`config.mk`:
```
export PLATFORM = sky130hd
export DESIGN_NAME = gate_unit_arbiter
export DESIGN_NICKNAME = d
export VERILOG_FILES = /design/src/rtl/gate_unit_arbiter.sv
export SDC_FILE = /design/constraint.sdc
export NUM_CORES = 1
export LEC_CHECK = 0
export BUFFER_PORTS_ARGS = -buffer_cell sky130_fd_sc_hd__buf_2
export CAP_MARGIN = 20
export CORE_ASPECT_RATIO = 0.7
export CORE_MARGIN = 2
export CORE_UTILIZATION = 51
export DETAILED_ROUTE_END_ITERATION = 8
export PLACE_DENSITY = 0.83
export SLEW_MARGIN = 20
export SYNTH_ARGS = -nofsm -noshare
export SYNTH_HDL_FRONTEND = slang
export SYNTH_SLANG_ARGS = --single-unit
export TNS_END_PERCENT = 5
```
`constraint.sdc`:
```
create_clock -name clk -period 3.22 [get_ports clk]
set_input_delay 0.644 -clock clk [delete_from_list [all_inputs] [get_ports clk]]
set_output_delay 0.644 -clock clk [all_outputs]
set_load 0.01 [all_outputs]
```
`src/rtl/gate_unit_arbiter.sv`:
```
// Round-robin arbiter in front of one shared registered bitwise logic unit.
// Each transaction runs IDLE -> EXEC -> RESP with registered grant/response.
module gate_unit_arbiter #(
    parameter int N_REQ = 4,
    parameter int WIDTH = 4,
    parameter int ID_W  = 2
) (
    input  logic                     clk,
    input  logic                     rst,
    input  logic [N_REQ-1:0]         req,
    input  logic [2*N_REQ-1:0]       op,
    input  logic [WIDTH*N_REQ-1:0]   a,
    input  logic [WIDTH*N_REQ-1:0]   b,
    output logic [N_REQ-1:0]         gnt,
    output logic                     busy,
    output logic                     rsp_valid,
    output logic [ID_W-1:0]          rsp_id,
    output logic [WIDTH-1:0]         y
);

    typedef enum logic [1:0] {
        IDLE = 2'd0,
        EXEC = 2'd1,
        RESP = 2'd2
    } state_t;

    state_t            state;
    state_t            state_nxt;
    logic [ID_W-1:0]   ptr;
    logic [ID_W-1:0]   ptr_nxt;
    logic [ID_W-1:0]   idx_r;
    logic [1:0]        op_r;
    logic [WIDTH-1:0]  a_r;
    logic [WIDTH-1:0]  b_r;

    logic              found;
    logic [ID_W-1:0]   pick;
    logic [1:0]        op_pick;
    logic [WIDTH-1:0]  a_pick;
    logic [WIDTH-1:0]  b_pick;
    int                cand;

    function automatic logic [WIDTH-1:0] gate_fn(
        input logic [1:0]       f,
        input logic [WIDTH-1:0] x,
        input logic [WIDTH-1:0] z
    );
        logic [WIDTH-1:0] r;
        unique case (f)
            2'b00:   r = x & z;
            2'b01:   r = x | z;
            2'b10:   r = x ^ z;
            default: r = ~(x & z);
        endcase
        return r;
    endfunction

    // Search requesters starting at ptr, wrapping, and capture the winner's lane.
    always_comb begin
        found   = 1'b0;
        pick    = '0;
        op_pick = '0;
        a_pick  = '0;
        b_pick  = '0;
        cand    = 0;
        for (int k = 0; k < N_REQ; k++) begin
            cand = int'(ptr) + k;
            if (cand >= N_REQ) cand = cand - N_REQ;
            if (!found && req[cand]) begin
                found   = 1'b1;
                pick    = ID_W'(cand);
                op_pick = op[2*cand +: 2];
                a_pick  = a[WIDTH*cand +: WIDTH];
                b_pick  = b[WIDTH*cand +: WIDTH];
            end
        end
    end

    // Pointer moves to the requester after the one just served.
    always_comb begin
        if (idx_r == ID_W'(N_REQ - 1)) ptr_nxt = '0;
        else                           ptr_nxt = idx_r + ID_W'(1);
    end

    // Next-state logic: fixed three-cycle cadence once a request is seen.
    always_comb begin
        state_nxt = state;
        unique case (state)
            IDLE:    if (found) state_nxt = EXEC;
            EXEC:    state_nxt = RESP;
            RESP:    state_nxt = IDLE;
            default: state_nxt = IDLE;
        endcase
    end

    // State register.
    always_ff @(posedge clk or posedge rst) begin
        if (rst) state <= IDLE;
        else     state <= state_nxt;
    end

    // Latched transaction, pointer and all registered outputs.
    always_ff @(posedge clk or posedge rst) begin
        if (rst) begin
            ptr       <= '0;
            idx_r     <= '0;
            op_r      <= '0;
            a_r       <= '0;
            b_r       <= '0;
            gnt       <= '0;
            busy      <= 1'b0;
            rsp_valid <= 1'b0;
            rsp_id    <= '0;
            y         <= '0;
        end else begin
            unique case (state)
                IDLE: begin
                    if (found) begin
                        idx_r <= pick;
                        op_r  <= op_pick;
                        a_r   <= a_pick;
                        b_r   <= b_pick;
                        gnt   <= N_REQ'(1) << pick;
                        busy  <= 1'b1;
                    end
                end
                EXEC: begin
                    gnt       <= '0;
                    y         <= gate_fn(op_r, a_r, b_r);
                    rsp_valid <= 1'b1;
                    rsp_id    <= idx_r;
                    ptr       <= ptr_nxt;
                end
                RESP: begin
                    rsp_valid <= 1'b0;
                    busy      <= 1'b0;
                end
                default: begin
                    gnt       <= '0;
                    rsp_valid <= 1'b0;
                    busy      <= 1'b0;
                end
            endcase
        end
    end

endmodule

```
Yosys cells after proc, flatten, opt, wreduce, memory -nomap -nowiden
Cells that the tools add are included.

word-level totals
  register bits = 28

cells by class
  order comparisons = 8
  mux-type cells = 45
  add/sub/neg operators = 8
  bitwise operators = 6
  equality and inequality tests = 6
  reduce and logical (&&, ||, !) cells = 11
  shift operators = 13

operators with widths
  operator                                                                number
  16-bit by 32-bit indexed part select with 4-bit output                  8
  32-bit by 4-bit < comparator with 1-bit output (second input constant)  4
  32-bit 2-to-1 mux                                                       4
  8-bit by 32-bit indexed part select with 2-bit output                   4
  4-bit 2-to-1 mux                                                        9
  2-bit 2-to-1 mux                                                        10
  1-bit 2-to-1 mux                                                        13
  4-bit case mux with 3 select lines                                      1
  3-bit by 3-bit subtractor with 4-bit output (second input constant)     3
  3-bit >= comparator (second input constant)                             3
  1-bit binary-select mux with 2-bit select                               4
  4-bit case mux with 2 select lines                                      1
  2-bit by 2-bit adder with 3-bit output (second input constant)          2
  2-bit equality test (second input constant)                             3
  2-bit AND reduction                                                     3
  4-bit bitwise AND                                                       1
  2-bit by 1-bit equality test with 1-bit output (second input constant)  2
  2-bit logical NOT                                                       2
  4-bit inverter                                                          1
  4-bit OR                                                                1
  1-bit case mux with 2 select lines                                      2
  2-bit case mux with 2 select lines                                      1
  1-bit by 2-bit << shifter with 4-bit output (first input constant)      1
  2-bit by 3-bit subtractor with 4-bit output (second input constant)     1
  other kinds (8)                                                         13

Longest topological paths before layout
  depth after elaboration = 18
  mapped depth = 12
  depth with buffers taken out = 7

Worst setup path before layout
Ideal clock, no wire load.

  path type = register to register
  start point = register ptr[0]
  end point = register idx_r[1]
  required time = 3.101 ns
  clock period less this slack = 3.047 ns
  stages on the path, launching flop included = 12
  path slack = 0.173 ns
  setup time = 0.119 ns
  buffers on the path = 5
  data arrival time = 2.928 ns
  cell sequence = dfrtp_1 buf_2 buf_2 inv_1 ha_1 buf_6 mux4_2 buf_6 o41ai_2 nor2_1 buf_2 o21a_1

between the ends
  longest elaborated chain between the ends = 16
  elaborated cells between the ends (all ways) = 42
  classes of those cells = add/sub: 7; order compare: 4; mux: 24; reduce/logical: 7

ends and longest elaborated chain
  item                                                                                                  line  RTL
  start: declaration                                                                                    29    logic [ID_W-1:0] ptr;
  start signal: assignment                                                                              132   ptr <= ptr_nxt;
  parallel branches: the longest is 16 deep, another holds 3-bit by 3-bit subtractor with 4-bit output  -
  end signal: assignment                                                                                119   idx_r <= pick;
  end: declaration                                                                                      31    logic [ID_W-1:0] idx_r;

Parallel ways; which one is timed is not known. The select of a mux whose other input is x is not followed.
A chain may end at the register's enable or synchronous reset.

Worst setup path after layout
  start point = register ptr[1]
  end point = register a_r[3]

between the ends
  longest elaborated chain between the ends = 16
  elaborated cells between the ends (all ways) = 46
  classes of those cells = add/sub: 7; order compare: 4; shift: 4; mux: 24; reduce/logical: 7

ends and longest elaborated chain
  item                                                                                                  line  RTL
  parallel branches: the longest is 16 deep, another holds 3-bit by 3-bit subtractor with 4-bit output  -
  end signal: assignment                                                                                121   a_r <= a_pick;
  end: declaration                                                                                      33    logic [WIDTH-1:0] a_r;

Parallel ways; which one is timed is not known. The select of a mux whose other input is x is not followed.

==> impl_results.md <==
* All-Layer GR Usage at 0.231
* ANT cells at 0
* Area share of the largest cell type after synthesis at 0.242
* Initial antenna violation count at 0
* Vias/cell at 6.25
* Post-DP HPWL at 5.20 mm
* Root buffer cell: clkbuf_8
* Post-synth top area cell: dfrtp_1
* Final ANT Viol Nets at 0
* Final Max Tran Viols at 0
* Critical Path RT at between 3 and 4 ns
* Critical Path Max Stage Delay at between 0.6 and 0.7 ns
* Top cells by area, synth: dfrtp_1 24%, mux4_2 24%, mux2i_1 6.9%, ha_1 6.1%, mux2_2 3.5%
* Most frequent cells in the layout: 57 x buf_2, 31 x mux4_2, 27 x dfrtp_1
* Static Leak at roughly 1.4 nW
* Mapped Area at 2890 sq um
* Core box area at approximately 5400 sq um
* Final min period at about 2.8 ns
* # resized after CTS at 0
* DIE HEIGHT at around 67 um
* Nets at 394
* Avg Cell Area, Syn at roughly 10 sq um
* Most common cell after layout, fill and taps aside: buf_2
* Core Util, Final at 0.609
* # DRC at 0
* Seq cells post-synth at 28
* CP Buf/Inv Count at 1
* Critical R2R Launch: ptr[1]
* DRT iter0 DRCs at 150
* Routability cong. at 0.849
* Critical-path cell list: inv_1 > ha_1 > mux4_2 > nand4bb_1 > o21ai_0 > a222oi_1 > a31oi_1
* Final-report hold violation count at 0
* Via count at 2530
* CP Launch Point: ptr[1]
* HP Class: in -> async
* Clock tree buffer depth at 2
* Hold_buf cts at 0
* Post-synth EDFFs at 0
* Critical Path Source Type: flop
* Worst-Margin Slew at 0.663 ns
* Total negative setup slack at 0 ns
* Layout cells sized above 1 at 0.330
* Total power at 3.25 mW
* Vias in the first global route at 2496
* Post-synth cell types at 43
* Crit-path max FO at 20
* Setup bufs post-CTS at 0
* Worst Setup End Kind: flop
* Ys Warns at 0
* Die area at between 6000 and 7000 sq um
* Tcrit/Tclk final at 0.861
* Status: complete, no violations
* Largest net degree at the start of global routing at 38
* Mapped Cells at between 200 and 300
* First-pass GRT wire length at ~12 mm
* CTS buffer count at 3
* Slew Limit Headroom at 0.545
* Rows at 22
* Crit path kind: reg -> reg
* F_max at approximately 0.36 GHz
* R2r setup slk at between 0.4 and 0.5 ns
* Critical-path top delay cell: mux4_2
* Skew-Pair Late Insertion Delay at ~0.28 ns
* RSZ-0062 raised after global routing: false
* Top delay family on crit path: multiplexers
* Initial Util at 0.539
* P per Cell Area at 995 nW/um^2
* Post-Route WL at 6.82 mm
* Die Span X at 94.0 um
* Setup WS post-layout at 0.448 ns
* Ys async rst share at 1.00
* CTS H-tree depth at 1
* Worst hold slack at 0.407 ns
* MaxCap Viol Count at 0
* Worst slack, placed at 0.510 ns
* Total grt overflow at 0
* TritonCTS clock tree: yes
* Clock sinks at 28
* Crit path DAT at about 3 ns
* Maximum vdd drop at between 0.6 and 0.7 mV
* Syn_nets at 350
* Port-buffer cells at 57
* Worst-case clock skew at 0.00370 ns
* DR pass1 iterations at 4
* Per-cell routed wire length at 16.8 um
* Sequential area share after synthesis at 0.242
* Clock slew at reported path FFs at about 0.10 ns
* Final setup violation count at 0
* Area grow syn2layout at 12.9%
* I/O pins at 58
* Top_reg_cell synth: dfrtp_1
==> sequential cells by signal, summed over array words and instances, names as in the netlist <==
name       count
state          2
b_r            4
gnt            4
idx_r          2
rsp_valid      1
ptr            2
rsp_id         2
a_r            4
busy           1
y              4
op_r           2
==> per-stage QoR <==
stage / area [sq um] / std cells
floorplan: 2890 / 290
global placement: 3200 / 401
detailed placement: 3200 / 401
CTS: 3270 / 405
global route: 3270 / 405
finish: 3270 / 405
==> worst reg2reg max path, stage by stage, from the launching register on <==
cell and delay, ns:
dfrtp_1 0.39, inv_1 0.23, ha_1 0.32, mux4_2 0.64
nand4bb_1 0.49, o21ai_0 0.30, a222oi_1 0.12, a31oi_1 0.21
==> where the power goes <==
group          switching, mW  internal [mW]
logic                   1.23           1.06
registers              0.146          0.531
clock network          0.114          0.167
==> worst paths after layout <==
| path | endpoint | cells after the start |
|---|---|---|
| min in group clk | rsp_valid | 1 |
| max reg2reg | a_r[3] | 7 |
| min | rsp_id[0] | 3 |
| max | a_r[3] | 7 |
| max in group asynchronous | ptr[0] | 3 |
| min reg2reg | rsp_valid | 1 |
==> logic make-up (layout without fill, tap and decap cells) <==
kind of cell	count (synthesis)	count (layout)	share of synthesized area
buffers and inverters	41	84	0.0631
and+or+nand+nor	79	79	0.131
adders and majority gates	14	14	0.0606
AOI/OAI and AO/OA	68	68	0.157
DFF	28	28	0.242
muxes	60	60	0.346
==> cell type report <==
cell class                 count  area [sq um]
fill                         478          2100
clock buffer                   3          41.3
timing repair buffer          63           330
multi-input combinational    221          2010
clock inverter                 1          30.0
tap                           72          90.1
sequential                    28           702
inverter                      17          63.8
==> cell usage after synthesis, types with 2 or more instances <==
library cell	n
o21ai_0	17
buf_2	11
mux2_2	9
nand4_1	2
a31oi_1	3
nand2b_1	4
nor2_1	23
o31ai_1	3
nand3_1	8
mux2i_1	20
a22oi_1	2
clkbuf_1	8
inv_1	17
buf_6	2
a222oi_1	2
mux4_2	31
nand3b_1	2
nand2_1	25
buf_1	3
a211oi_1	9
nor2b_1	3
a21oi_1	19
ha_1	14
dfrtp_1	28
a32oi_1	2
or4_1	6
==> metal layers <==
metal | wire length, um | GRT usage | up-vias | share of wire
li1 | - | - | 1192 | -
met1 | 2960 | 0.317 | 1234 | 0.43
met2 | 3370 | 0.402 | 100 | 0.49
met3 | 452 | 0.0339 | 4 | 0.066
met4 | 36 | 0.0290 | 0 | 0.0053
met5 | 0 | 0 | - | 0
(Power assumes the default switching activity.)
